`config.mk`:
```
export PLATFORM = sky130hd
export DESIGN_NAME = sram_arbiter
export DESIGN_NICKNAME = d
export VERILOG_FILES = /design/src/rtl/sram_arbiter.sv
export SDC_FILE = /design/constraint.sdc
export NUM_CORES = 1
export LEC_CHECK = 0
export CORE_AREA = 2 2 136 138
export CTS_CLUSTER_SIZE = 40
export DETAILED_ROUTE_END_ITERATION = 12
export DIE_AREA = 0 0 138 140
export PLACE_DENSITY = 0.73
export SYNTH_ARGS = -nofsm -noshare
export SYNTH_HDL_FRONTEND = slang
export SYNTH_SLANG_ARGS = --single-unit
```
`constraint.sdc`:
```
create_clock -name i_clk -period 1.77 [get_ports i_clk]
set_input_delay 0.2655 -clock i_clk [delete_from_list [all_inputs] [get_ports i_clk]]
set_output_delay 0.2655 -clock i_clk [all_outputs]
set_load 0.01 [all_outputs]
```
`src/rtl/sram_arbiter.sv`:
```
// Shares one single-port SRAM among N_REQ requesters with a req/gnt handshake and read-data return.
// Optional macro SRAM_ARB_FIXED_PRI_EN selects fixed priority (lowest index wins) instead of round-robin.
module sram_arbiter #(
  parameter int unsigned N_REQ   = 2,
  parameter int unsigned BW_DATA = 64,
  parameter int unsigned BW_ADDR = 6
) (
  input  logic                       i_clk,
  input  logic                       i_rstn,
  input  logic [N_REQ-1:0]           i_req,
  input  logic [N_REQ-1:0]           i_we,
  input  logic [N_REQ*BW_ADDR-1:0]   i_addr,
  input  logic [N_REQ*BW_DATA-1:0]   i_wdata,
  output logic [N_REQ-1:0]           o_gnt,
  output logic [N_REQ-1:0]           o_rvalid,
  output logic [BW_DATA-1:0]         o_rdata,
  output logic                       o_busy,
  output logic [BW_ADDR-1:0]         o_sram_addr,
  output logic [BW_DATA-1:0]         o_sram_data,
  output logic                       o_sram_cen,
  output logic                       o_sram_wen,
  output logic                       o_sram_oen,
  input  logic [BW_DATA-1:0]         i_sram_data
);

  localparam int unsigned W_IDX = (N_REQ > 1) ? $clog2(N_REQ) : 1;

  typedef enum logic [1:0] {
    S_IDLE   = 2'd0,
    S_CMD    = 2'd1,
    S_RDWAIT = 2'd2
  } state_t;

  state_t               state_q, state_d;
  logic [W_IDX-1:0]     w_q, w_d;
  logic                 we_q, we_d;
  logic [N_REQ-1:0]     gnt_q, gnt_d;
  logic [N_REQ-1:0]     rvalid_q, rvalid_d;
  logic [BW_DATA-1:0]   rdata_q, rdata_d;
  logic [BW_DATA-1:0]   sram_data_q, sram_data_d;
  logic [BW_ADDR-1:0]   sram_addr_q, sram_addr_d;
  logic                 busy_q, busy_d;
  logic                 cen_q, cen_d;
  logic                 wen_q, wen_d;
  logic                 oen_q, oen_d;

  logic                 any_req_c;
  logic [W_IDX-1:0]     win_c;
  logic                 sel_we_c;
  logic [BW_ADDR-1:0]   sel_addr_c;
  logic [BW_DATA-1:0]   sel_data_c;

`ifdef SRAM_ARB_FIXED_PRI_EN
  // Lowest requesting index wins; reverse scan lets the lowest hit overwrite.
  always_comb begin
    any_req_c = 1'b0;
    win_c     = '0;
    for (int i = int'(N_REQ) - 1; i >= 0; i--) begin
      if (i_req[W_IDX'(i)]) begin
        any_req_c = 1'b1;
        win_c     = W_IDX'(i);
      end
    end
  end
`else
  logic [W_IDX-1:0]     ptr_q, ptr_d;
  int unsigned          idx_c;

  // Search from ptr upward with wrap; reverse scan leaves the first hit in search order.
  always_comb begin
    any_req_c = 1'b0;
    win_c     = '0;
    idx_c     = '0;
    for (int i = int'(N_REQ) - 1; i >= 0; i--) begin
      idx_c = (32'(ptr_q) + 32'(i)) % N_REQ;
      if (i_req[W_IDX'(idx_c)]) begin
        any_req_c = 1'b1;
        win_c     = W_IDX'(idx_c);
      end
    end
  end
`endif

  // Route the winner's command fields.
  always_comb begin
    sel_we_c   = 1'b0;
    sel_addr_c = '0;
    sel_data_c = '0;
    for (int k = 0; k < int'(N_REQ); k++) begin
      if (win_c == W_IDX'(k)) begin
        sel_we_c   = i_we[k];
        sel_addr_c = i_addr[k*BW_ADDR +: BW_ADDR];
        sel_data_c = i_wdata[k*BW_DATA +: BW_DATA];
      end
    end
  end

  // Next state plus next values of every registered output.
  always_comb begin
    state_d     = state_q;
    w_d         = w_q;
    we_d        = we_q;
    gnt_d       = '0;
    rvalid_d    = '0;
    rdata_d     = rdata_q;
    sram_addr_d = sram_addr_q;
    sram_data_d = sram_data_q;
    cen_d       = 1'b0;
    wen_d       = 1'b0;
    oen_d       = 1'b0;
`ifndef SRAM_ARB_FIXED_PRI_EN
    ptr_d       = ptr_q;
`endif
    unique case (state_q)
      S_IDLE: begin
        if (any_req_c) begin
          state_d     = S_CMD;
          w_d         = win_c;
          we_d        = sel_we_c;
          sram_addr_d = sel_addr_c;
          sram_data_d = sel_data_c;
          gnt_d       = N_REQ'(1) << win_c;
          cen_d       = 1'b1;
          wen_d       = sel_we_c;
          oen_d       = ~sel_we_c;
`ifndef SRAM_ARB_FIXED_PRI_EN
          ptr_d       = (32'(win_c) == N_REQ - 1) ? '0 : W_IDX'(32'(win_c) + 32'd1);
`endif
        end
      end
      S_CMD: begin
        state_d = we_q ? S_IDLE : S_RDWAIT;
        oen_d   = ~we_q;
      end
      S_RDWAIT: begin
        state_d  = S_IDLE;
        rdata_d  = i_sram_data;
        rvalid_d = N_REQ'(1) << w_q;
      end
      default: state_d = S_IDLE;
    endcase
    busy_d = (state_d != S_IDLE);
  end

  always_ff @(posedge i_clk or negedge i_rstn) begin
    if (!i_rstn) begin
      state_q     <= S_IDLE;
      w_q         <= '0;
      we_q        <= 1'b0;
      gnt_q       <= '0;
      rvalid_q    <= '0;
      rdata_q     <= '0;
      sram_addr_q <= '0;
      sram_data_q <= '0;
      busy_q      <= 1'b0;
      cen_q       <= 1'b0;
      wen_q       <= 1'b0;
      oen_q       <= 1'b0;
    end else begin
      state_q     <= state_d;
      w_q         <= w_d;
      we_q        <= we_d;
      gnt_q       <= gnt_d;
      rvalid_q    <= rvalid_d;
      rdata_q     <= rdata_d;
      sram_addr_q <= sram_addr_d;
      sram_data_q <= sram_data_d;
      busy_q      <= busy_d;
      cen_q       <= cen_d;
      wen_q       <= wen_d;
      oen_q       <= oen_d;
    end
  end

`ifndef SRAM_ARB_FIXED_PRI_EN
  always_ff @(posedge i_clk or negedge i_rstn) begin
    if (!i_rstn) ptr_q <= '0;
    else         ptr_q <= ptr_d;
  end
`endif

  assign o_gnt       = gnt_q;
  assign o_rvalid    = rvalid_q;
  assign o_rdata     = rdata_q;
  assign o_busy      = busy_q;
  assign o_sram_addr = sram_addr_q;
  assign o_sram_data = sram_data_q;
  assign o_sram_cen  = cen_q;
  assign o_sram_wen  = wen_q;
  assign o_sram_oen  = oen_q;

endmodule

```
==> flow_summary_export.csv <==
group,metric,value,unit
synthesis,yosys_warnings,0,
route,drt-vias-per-instance,5.12,
critical_path,critical_path_arrival,1380,ps
power,powerDensity,1740,nW/um2
floorplan,boundaryPins,352,
timing,rsz0062_at_grt,"no",
cts,root_buffer,"clkbuf_16",
cells_and_area,area_delta_synth_final,76.1,%
floorplan,die_h,140,um
cells_and_area,nets,983,
global_routing,grtUsageTotal,0.206,
cells_and_area,fill_cells,1411,
global_routing,grt_pass1_wl,31200,um
power,power,18200,uW
timing,relSlewSlack,0.716,
critical_path,crit_buf_inv,1,
timing,setup_viol,0,
timing,fmax,0.608,GHz
placement,gp_congestion,0.795,
job,maxCapViolCount,0,
floorplan,start_util,0.334,
synthesis,synth_seq_cells,147,
placement,dp_cells,982,
route,first_iter_violations,210,
timing,period_share,0.930,
timing,worst_hold_slack,351,ps
critical_path,timing.rr.start,"state_q[1]",
global_routing,grt_max_degree,48,
min_path,hp-class,"input pin to asynchronous set/reset pin",
critical_path,cp-end-kind,"output port",
route,ant_nets,0,
global_routing,grt_pass1_vias,5625,
route,wl_per_cell,19.8,um
floorplan,rows,49,
cells_and_area,fin_cells,1014,
power,peakVddDrop,0.894,mV
critical_path,cp_cell_sequence,"clkdlybuf4s50_1",
global_routing,antenna_found_initial,0,
route,drt-total-wl,20100,um
cts,cts.sinks,147,
cells_and_area,drive_gt1_frac,0.158,
critical_path,cp.required,1500,ps
placement,port_buffers,351,
placement,dp.final_hpwl,15300,um
cells_and_area,fin_util,0.588,
global_routing,grt_overflow,0,
cts,cts_buffers,17,
critical_path,worst_path_dominant_cell_family,"buffers and inverters",
timing,slew_viol_final,0,
cts,clockBufferDepth,2,
route,drtPass1Iterations,4,
status,status,"finished clean",
timing,hold_violations,0,
synthesis,syn-num-nets,629,
cts,worstSkewPairLatency,410,ps
timing,worst_pin_slew,426,ps
route,vias,5196,
cts,cts-resized-gates,0,
critical_path,critical_path_peak_fanout,2,
cts,cts_setup_buffers,0,
floorplan,core,17800,um2
floorplan,die_x,138,um
cts,cts.htree.levels,4,
floorplan,die_area,19300,um2
critical_path,cp-start-kind,"register",
synthesis,yosysSeqAreaShare,0.619,
synthesis,synth_cells,419,
critical_path,slowest_delay,570,ps
critical_path,critical_path_class,"register to output port",
critical_path,startpoint,"o_sram_addr[4]",
cts,cts_tree,"yes",
critical_path,slowest_stage,"clkdlybuf4s50_1",
synthesis,syn_area_per_cell,14.2,um2
cells_and_area,n_antenna_cell,0,
cts,clk_pin_slew,70,ps
synthesis,syn_area,5940,um2
synthesis,yosys.cell_types.count,21,
route,drcViolationCount,0,
power,p_leak,0.00430,uW
timing,period_needed,1650,ps
timing,fin_worst_skew,7.14,ps
## cell usage in the layout (no fill, tap or decap), drive strengths merged, types with 3 or more instances in the layout
cell type and count:
clkinvlp 5, dfrtp 147, mux2 64, buf 23, a21oi 4, a21boi 68, a31oi 3, nand2b 3
clkbuf 17, o21ai 3, clkdlybuf4s50 350, inv 12, a221o 68, nor2 3, nand3 3
## final timing paths
| check | end | slack (ps) | cells past startpoint |
|---|---|---|---|
| max | o_sram_addr[4] | 120 | 1 |
| min | o_rdata[19] | 350 | 2 |
| max reg2reg | o_sram_data[54] | 230 | 4 |
| min reg2reg | state_q[1] | 490 | 1 |
| max in group asynchronous | o_rdata[52] | 830 | 3 |
| min in group i_clk | o_sram_data[63] | 450 | 3 |
## metal layers
layer  global-route usage  up-vias  wire (um)
met5                    0        -          0
met4               0.0918        0        715
met3               0.0568       38       1460
met2                0.353      286      10000
met1                0.243     2557       7920
li1                     -     2315          -
## Yosys cell counts
cell / count / area, um2
buf_4: 1 / 7.51
a221o_1: 68 / 681
inv_1: 4 / 15.0
nand2_1: 2 / 7.51
a31o_2: 1 / 8.76
and3_1: 2 / 12.5
buf_2: 18 / 90.1
nand2b_1: 3 / 18.8
nor3b_1: 1 / 7.51
a31oi_1: 3 / 18.8
nor2b_1: 1 / 6.26
mux2_2: 64 / 721
nor2_1: 3 / 11.3
o21ai_0: 3 / 15.0
a21oi_1: 4 / 20.0
dfrtp_1: 147 / 3680
or2_2: 1 / 6.26
nand3_1: 3 / 15.0
clkbuf_1: 20 / 75.1
a21boi_0: 68 / 510
a21o_1: 2 / 15.0
## where the power goes
part | internal [uW] | total [uW] | leakage (uW) | switching, uW
Sequential | 5040 | 5940 | 0.00177 | 892
Combinational | 5260 | 8780 | 0.00227 | 3520
Clock | 1970 | 3460 | 0.000264 | 1490
## sequential cells by signal, indices dropped and copies added (netlist names)
signal and cells:
o_rdata 64, o_sram_data 64, o_sram_addr 6, o_gnt 2, o_rvalid 2, state_q 2
o_busy 1, o_sram_cen 1, o_sram_oen 1, o_sram_wen 1, ptr_q 1, w_q 1
we_q 1
## worst register-to-register path, stage by stage, from the launching register on
cell and delay (ps):
dfrtp_1 430, nor2_4 240, buf_4 300, a21boi_0 160, a221o_1 290
## cell type report
| class | instances | area (um2) | area share |
|---|---|---|---|
| clock inverter | 14 | 143 | 0.0136 |
| clock buffer | 17 | 425 | 0.0407 |
| sequential | 147 | 3680 | 0.352 |
| tap | 229 | 287 | 0.0274 |
| timing repair buffer | 374 | 3830 | 0.366 |
| inverter | 4 | 15.0 | 0.00144 |
| multi-input combinational | 229 | 2090 | 0.199 |
## stage by stage
stage | TNS, ps | area [um2] | setup WS [ps]
2_1_floorplan | 0 | 5940 | 346
3_3_place_gp | -0.492 | 9880 | -0.492
3_5_place_dp | -769 | 9880 | -42.3
4_1_cts | 0 | 10500 | 75.8
5_1_grt | 0 | 10500 | 26.8
6_report | 0 | 10500 | 125
## cells by family after synthesis
group | Yosys count | synth area share
compound gates | 149 | 0.214
buf+inv | 43 | 0.0316
flops | 147 | 0.619
mux | 64 | 0.121
simple gates | 16 | 0.0143
## repair_timing
| item | in CTS | in global routing |
|---|---|---|
| hold endpoints to repair | 35 | 0 |
| setup endpoints to repair | 0 | 0 |
| hold buffers | 1 | 0 |
No activity file was read; power rests on OpenSTA's default activity.
==> RTL edit 1 (same flow settings) <==
`N_REQ`: 2 -> 1.
--- a/src/rtl/sram_arbiter.sv
+++ b/src/rtl/sram_arbiter.sv
@@ -1,7 +1,7 @@
 // Shares one single-port SRAM among N_REQ requesters with a req/gnt handshake and read-data return.
 // Optional macro SRAM_ARB_FIXED_PRI_EN selects fixed priority (lowest index wins) instead of round-robin.
 module sram_arbiter #(
-  parameter int unsigned N_REQ   = 2,
+  parameter int unsigned N_REQ   = 1,
   parameter int unsigned BW_DATA = 64,
   parameter int unsigned BW_ADDR = 6
 ) (
Interface: changed (6 resized); port bits go from 352 to 278. No check against the original RTL was run, so the function may have changed too.
==> RTL edit 1 against the original RTL <==
Count of clock-buffer cells in the layout is the same. Via count shrank 29%. Wire length shrank 27%. Total power is 18% lower. Area after synthesis is 1.2% lower. Synthesized cell count decreased by 28%. Final cell count shrank 16%. Non-clock buffer count fell by 74. Largest cell class is now flip-flops and latches. Clock skew is essentially flat. Worst setup slack lost 0.0024 ns. Sequential cell count is 5 lower. Register-to-register slack got worse by 0.06 ns. Sequential share of layout area increased by 2.2 points. Design area decreased by 9.2%.
==> RTL edit 1: results (changes against the original RTL) <==
stage,metric,value,unit,change
yosys,Synth top cells by count,"142 x dfrtp_1, 117 x mux2_4, 18 x mux2_2, 12 x buf_12",,"was 147 x dfrtp_1, 68 x a21boi_0, 68 x a221o_1, 64 x mux2_2, 20 x clkbuf_1"
setup_path,crit-path max cell delay,0.63,ns,was 0.57 ns
sta,final worst slack,0.122,ns,was 0.125 ns
placement,placed cell count,815,,was 982
yosys,post-synthesis cell type count,16,,was 21
cells_and_area,multi-input gates,145,,was 229
yosys,sequential-to-total area share from yosys stat,60.5,%,was 61.9%
power_and_ir_drop,Max IR drop VDD,0.737,mV,was 0.894 mV
placement,Post-DP Area,8910,sq um,was 9880 sq um
yosys,dominant cells by area after synthesis,"dfrtp_1 61%, mux2_4 30%, buf_12 4.1%",,"was dfrtp_1 62%, mux2_2 12%, a221o_1 11%"
placement,dpl hpwl,11.0,mm,was 15.3 mm
setup_path,crit path from,o_sram_data[6]$_DFFE_PN0P_,,was o_sram_addr[4]$_DFFE_PN0P_
global_routing,vias in the first global route,4215,,was 5625
cells_and_area,Inverters,0,,was 4
cells_and_area,Final Util,53.4,%,was 58.8%
power_and_ir_drop,Static Leak,4.15,nW,was 4.30 nW
global_routing,first-pass GRT wire length,23.7,mm,was 31.2 mm
sta,final clock skew,0.00685,ns,was 0.00714 ns
routing,Vias/cell,4.33,,was 5.12
setup_path,Reg2Reg Capture Point,o_sram_data[43]$_DFFE_PN0P_,,was o_sram_data[54]$_DFFE_PN0P_
setup_path,R2R Setup Slk,0.17,ns,was 0.23 ns
clock_network,clock sinks,142,,was 147
cells_and_area,nonclk buf count,300,,was 374
cells_and_area,Filler cells,1444,,was 1411
cells_and_area,ClkCell Share,6.15,%,was 5.43%
setup_path,RR Startpoint,state_q[0]$_DFF_PN0_,,was state_q[1]$_DFF_PN0_
run_status,outcome,finished clean,,unchanged
-- RTL edit 1: cell families (layout without fill, tap and decap cells) --
logic type | after synthesis | after routing | synth area share (%)
AO/OA/AOI/OAI | 2 | 2 | 0.171
buffers and inverters | 16 | 332 | 4.80
flip-flops | 142 | 142 | 60.5
multiplexers | 135 | 135 | 33.4
AND/OR/NAND/NOR | 8 | 8 | 1.13
-- RTL edit 1: power by group --
group,switching (mW),internal (mW),leakage (nW),total (mW)
clock network,1.44,2.09,0.286,3.53
logic,1.96,4.11,2.18,6.07
registers,0.745,4.52,1.68,5.26
total,4.14,10.7,4.15,14.9
-- RTL edit 1: layer usage --
metal | global-route usage, % | wire, um | part of all wire, %
met4 | 6.28 | 327 | 2.2
met3 | 5.54 | 1060 | 7.2
met1 | 19.6 | 6360 | 43
met2 | 24.8 | 7010 | 47
met5 | 0 | 0 | 0
==> RTL edit 2 (same flow settings) <==
Made on the original files. Encoding of `state_t`: now one-hot (3 bits for 3 states).
--- a/src/rtl/sram_arbiter.sv
+++ b/src/rtl/sram_arbiter.sv
@@ -25,10 +25,10 @@
 
   localparam int unsigned W_IDX = (N_REQ > 1) ? $clog2(N_REQ) : 1;
 
-  typedef enum logic [1:0] {
-    S_IDLE   = 2'd0,
-    S_CMD    = 2'd1,
-    S_RDWAIT = 2'd2
+  typedef enum logic [2:0] {
+    S_IDLE   = 3'b001,
+    S_CMD    = 3'b010,
+    S_RDWAIT = 3'b100
   } state_t;
 
   state_t               state_q, state_d;
Formal check against the unedited RTL: same outputs for any inputs over 4 cycles, from zero or initial values and one cycle with i_rstn low; so few cycles prove little.
==> RTL edit 2 against the original RTL <==
Design area is 2.5% higher. Synthesized cell count grew 16%. Sequential power decreased by 5.1%. Total power shrank 8.8%. Clock power shrank 3%. First-iteration DRC count grew 12%. Area after synthesis is 3.0% higher. Wire length decreased by 2.8%. Worst setup slack worse by 0.12 ns. Count of clock-buffer cells in the layout is 1 higher. Sequential cell count rose by 1.
==> RTL edit 2: results (changes against the original RTL) <==
stage,metric,value,unit,change
yosys,number of synthesized flops with an enable pin,0,,unchanged
yosys,sequential-to-total area share from yosys stat,60.5,%,was 61.9%
power_and_ir_drop,Max IR drop VDD,0.760,mV,was 0.894 mV
cells_and_area,ANT cells,0,,unchanged
setup_path,CP max stage cell,dfstp_2,,was clkdlybuf4s50_1
routing,Iteration-0 DRC Markers,235,,was 210
global_routing,vias in the first global route,5368,,was 5625
clock_network,CTS Root Cell,clkbuf_16,,unchanged
placement,Port Buffers,351,,unchanged
cells_and_area,layout cells sized above 1,16.4,%,was 15.8%
sta,final clock skew,0.0136,ns,was 0.00714 ns
setup_path,Reg2Reg Capture Point,o_sram_data[42]$_DFFE_PN0P_,,was o_sram_data[54]$_DFFE_PN0P_
yosys,ys async rst share,100,%,unchanged
setup_path,RR Startpoint,state_q[0]$_DFF_PN1_,,was state_q[1]$_DFF_PN0_
clock_network,clock latency on the worst-skew pair,0.42,ns,
setup_path,R2R Setup Slk,0.009,ns,was 0.23 ns
routing,TritonRoute pass-1 iters,5,,was 4
setup_path,reg2reg path depth,5,,was 4
global_routing,Total GRT Usage,19.4,%,was 20.6%
power_and_ir_drop,Static Leak,4.76,nW,was 4.30 nW
placement,dpl hpwl,14.0,mm,was 15.3 mm
cells_and_area,Layout Nets,1067,,was 983
placement,routability congestion estimate from global placement,0.811,,was 0.795
yosys,post-synthesis cell type count,27,,was 21
routing,Vias/cell,4.88,,was 5.12
clock_network,htree depth,4,,unchanged
yosys,post-synthesis net count,697,,was 629
clock_network,CTS Buffer Depth,2,,unchanged
yosys,Synth top cells by count,"147 x dfrtp_1, 74 x inv_1, 70 x a221o_1, 70 x nor3_1, 64 x mux2_2",,"was 147 x dfrtp_1, 68 x a21boi_0, 68 x a221o_1, 64 x mux2_2, 20 x clkbuf_1"
clock_network,CTS buffer count,17,,unchanged
global_routing,first-pass GRT wire length,29.7,mm,was 31.2 mm
hold_path,HP Class,in2async,,unchanged
yosys,dominant cells by area after synthesis,"dfrtp_1 60%, mux2_2 12%, a221o_1 11%",,"was dfrtp_1 62%, mux2_2 12%, a221o_1 11%"
setup_path,Critical Path AT,2.12,ns,was 1.38 ns
global_routing,largest net degree at the start of global routing,67,,was 48
clock_network,clk slew on worst S/H paths,0.07,ns,about the same
setup_path,Critical Path Fanout Max,14,,was 2
routing,routed wire length,19.5,mm,was 20.1 mm
setup_path,crit-path leading delay family,simple AND/OR/NAND/NOR gates,,was buffers and inverters
yosys,Yosys warning total,0,,unchanged
global_routing,initial antenna violation count,0,,unchanged
setup_path,crit-path max cell delay,0.54,ns,was 0.57 ns
sta,Rel. slew slack,66.5,%,was 71.6%
run_status,outcome,finished clean,,unchanged
RTL edit 2: cell types whose count changed in the layout (fill, tap and decap cells not counted), moves of 3 or more:
cell,change
inv_1,+70
a21boi_0,-68
nor3_1,+68
buf_4,+14
a31oi_1,-3
buf_12,-3
RTL edit 2: worst max-delay path by stage:
stage                                  end  cells past startpoint                 start  slack [ns]
4_1_cts        o_sram_data[22]$_DFFE_PN0P_                      4  state_q[0]$_DFF_PN1_       0.005
6_report       o_sram_data[42]$_DFFE_PN0P_                      5  state_q[0]$_DFF_PN1_       0.009
2_1_floorplan   o_sram_addr[2]$_DFFE_PN0P_                      4  state_q[0]$_DFF_PN1_        0.11
5_1_grt        o_sram_data[30]$_DFFE_PN0P_                      5  state_q[0]$_DFF_PN1_       -0.03
3_3_place_gp   o_sram_data[36]$_DFFE_PN0P_                      6              i_req[0]        0.02
3_5_place_dp   o_sram_data[26]$_DFFE_PN0P_                      6              i_req[0]       -0.03
RTL edit 2: per-layer routing:
| layer | routed length (um) | GRT usage (%) | up-vias |
|---|---|---|---|
| met4 | 333 | 5.91 | 0 |
| met3 | 1480 | 6.60 | 25 |
| met2 | 9820 | 32.6 | 263 |
| met5 | 0 | 0 | - |
| li1 | - | - | 2490 |
| met1 | 7910 | 23.9 | 2584 |
RTL edit 2: through the flow:
step / cells / setup TNS (ns) / area, sq um / worst slack (ns) / hold slack [ns]
3_3_place_gp: 1061 / 0 / 10100 / 0.0188 / 0.224
6_report: 1099 / 0 / 10700 / 0.00875 / 0.337
2_1_floorplan: 487 / 0 / 6120 / 0.107 / -0.0301
5_1_grt: 1099 / -0.707 / 10700 / -0.0324 / 0.366
4_1_cts: 1094 / 0 / 10600 / 0.00451 / 0.346
3_5_place_dp: 1061 / -0.398 / 10100 / -0.0321 / 0.225
RTL edit 2: layout make-up:
cell class              count  area, sq um
flip-flops and latches    148         3700
multi-input cells         227         1960
fillers                  1428         7060
clock buffers              18          429
repair buffers            389         3950
inverters                  74          278
well taps                 229          287
clock inverters            14          116
RTL edit 2: cells by family after synthesis:
group	Yosys count	share of synthesized area (%)
muxes	64	11.8
DFF	148	60.5
AOI/OAI and AO/OA	78	12.4
and+or+nand+nor	85	7.40
buffers and inverters	112	7.93
RTL edit 2: timing repair:
item                       4_1_cts  5_1_grt
resized for setup                0        5
buffers inserted                 0        2
hold endpoints to repair        40        0
setup endpoints to repair        0       58
hold buffers                     1        0
RTL edit 2: where the power goes:
group	switching (mW)	internal [mW]
logic	3.11	4.49
registers	0.801	4.83
clock network	1.52	1.83
total	5.44	11.2
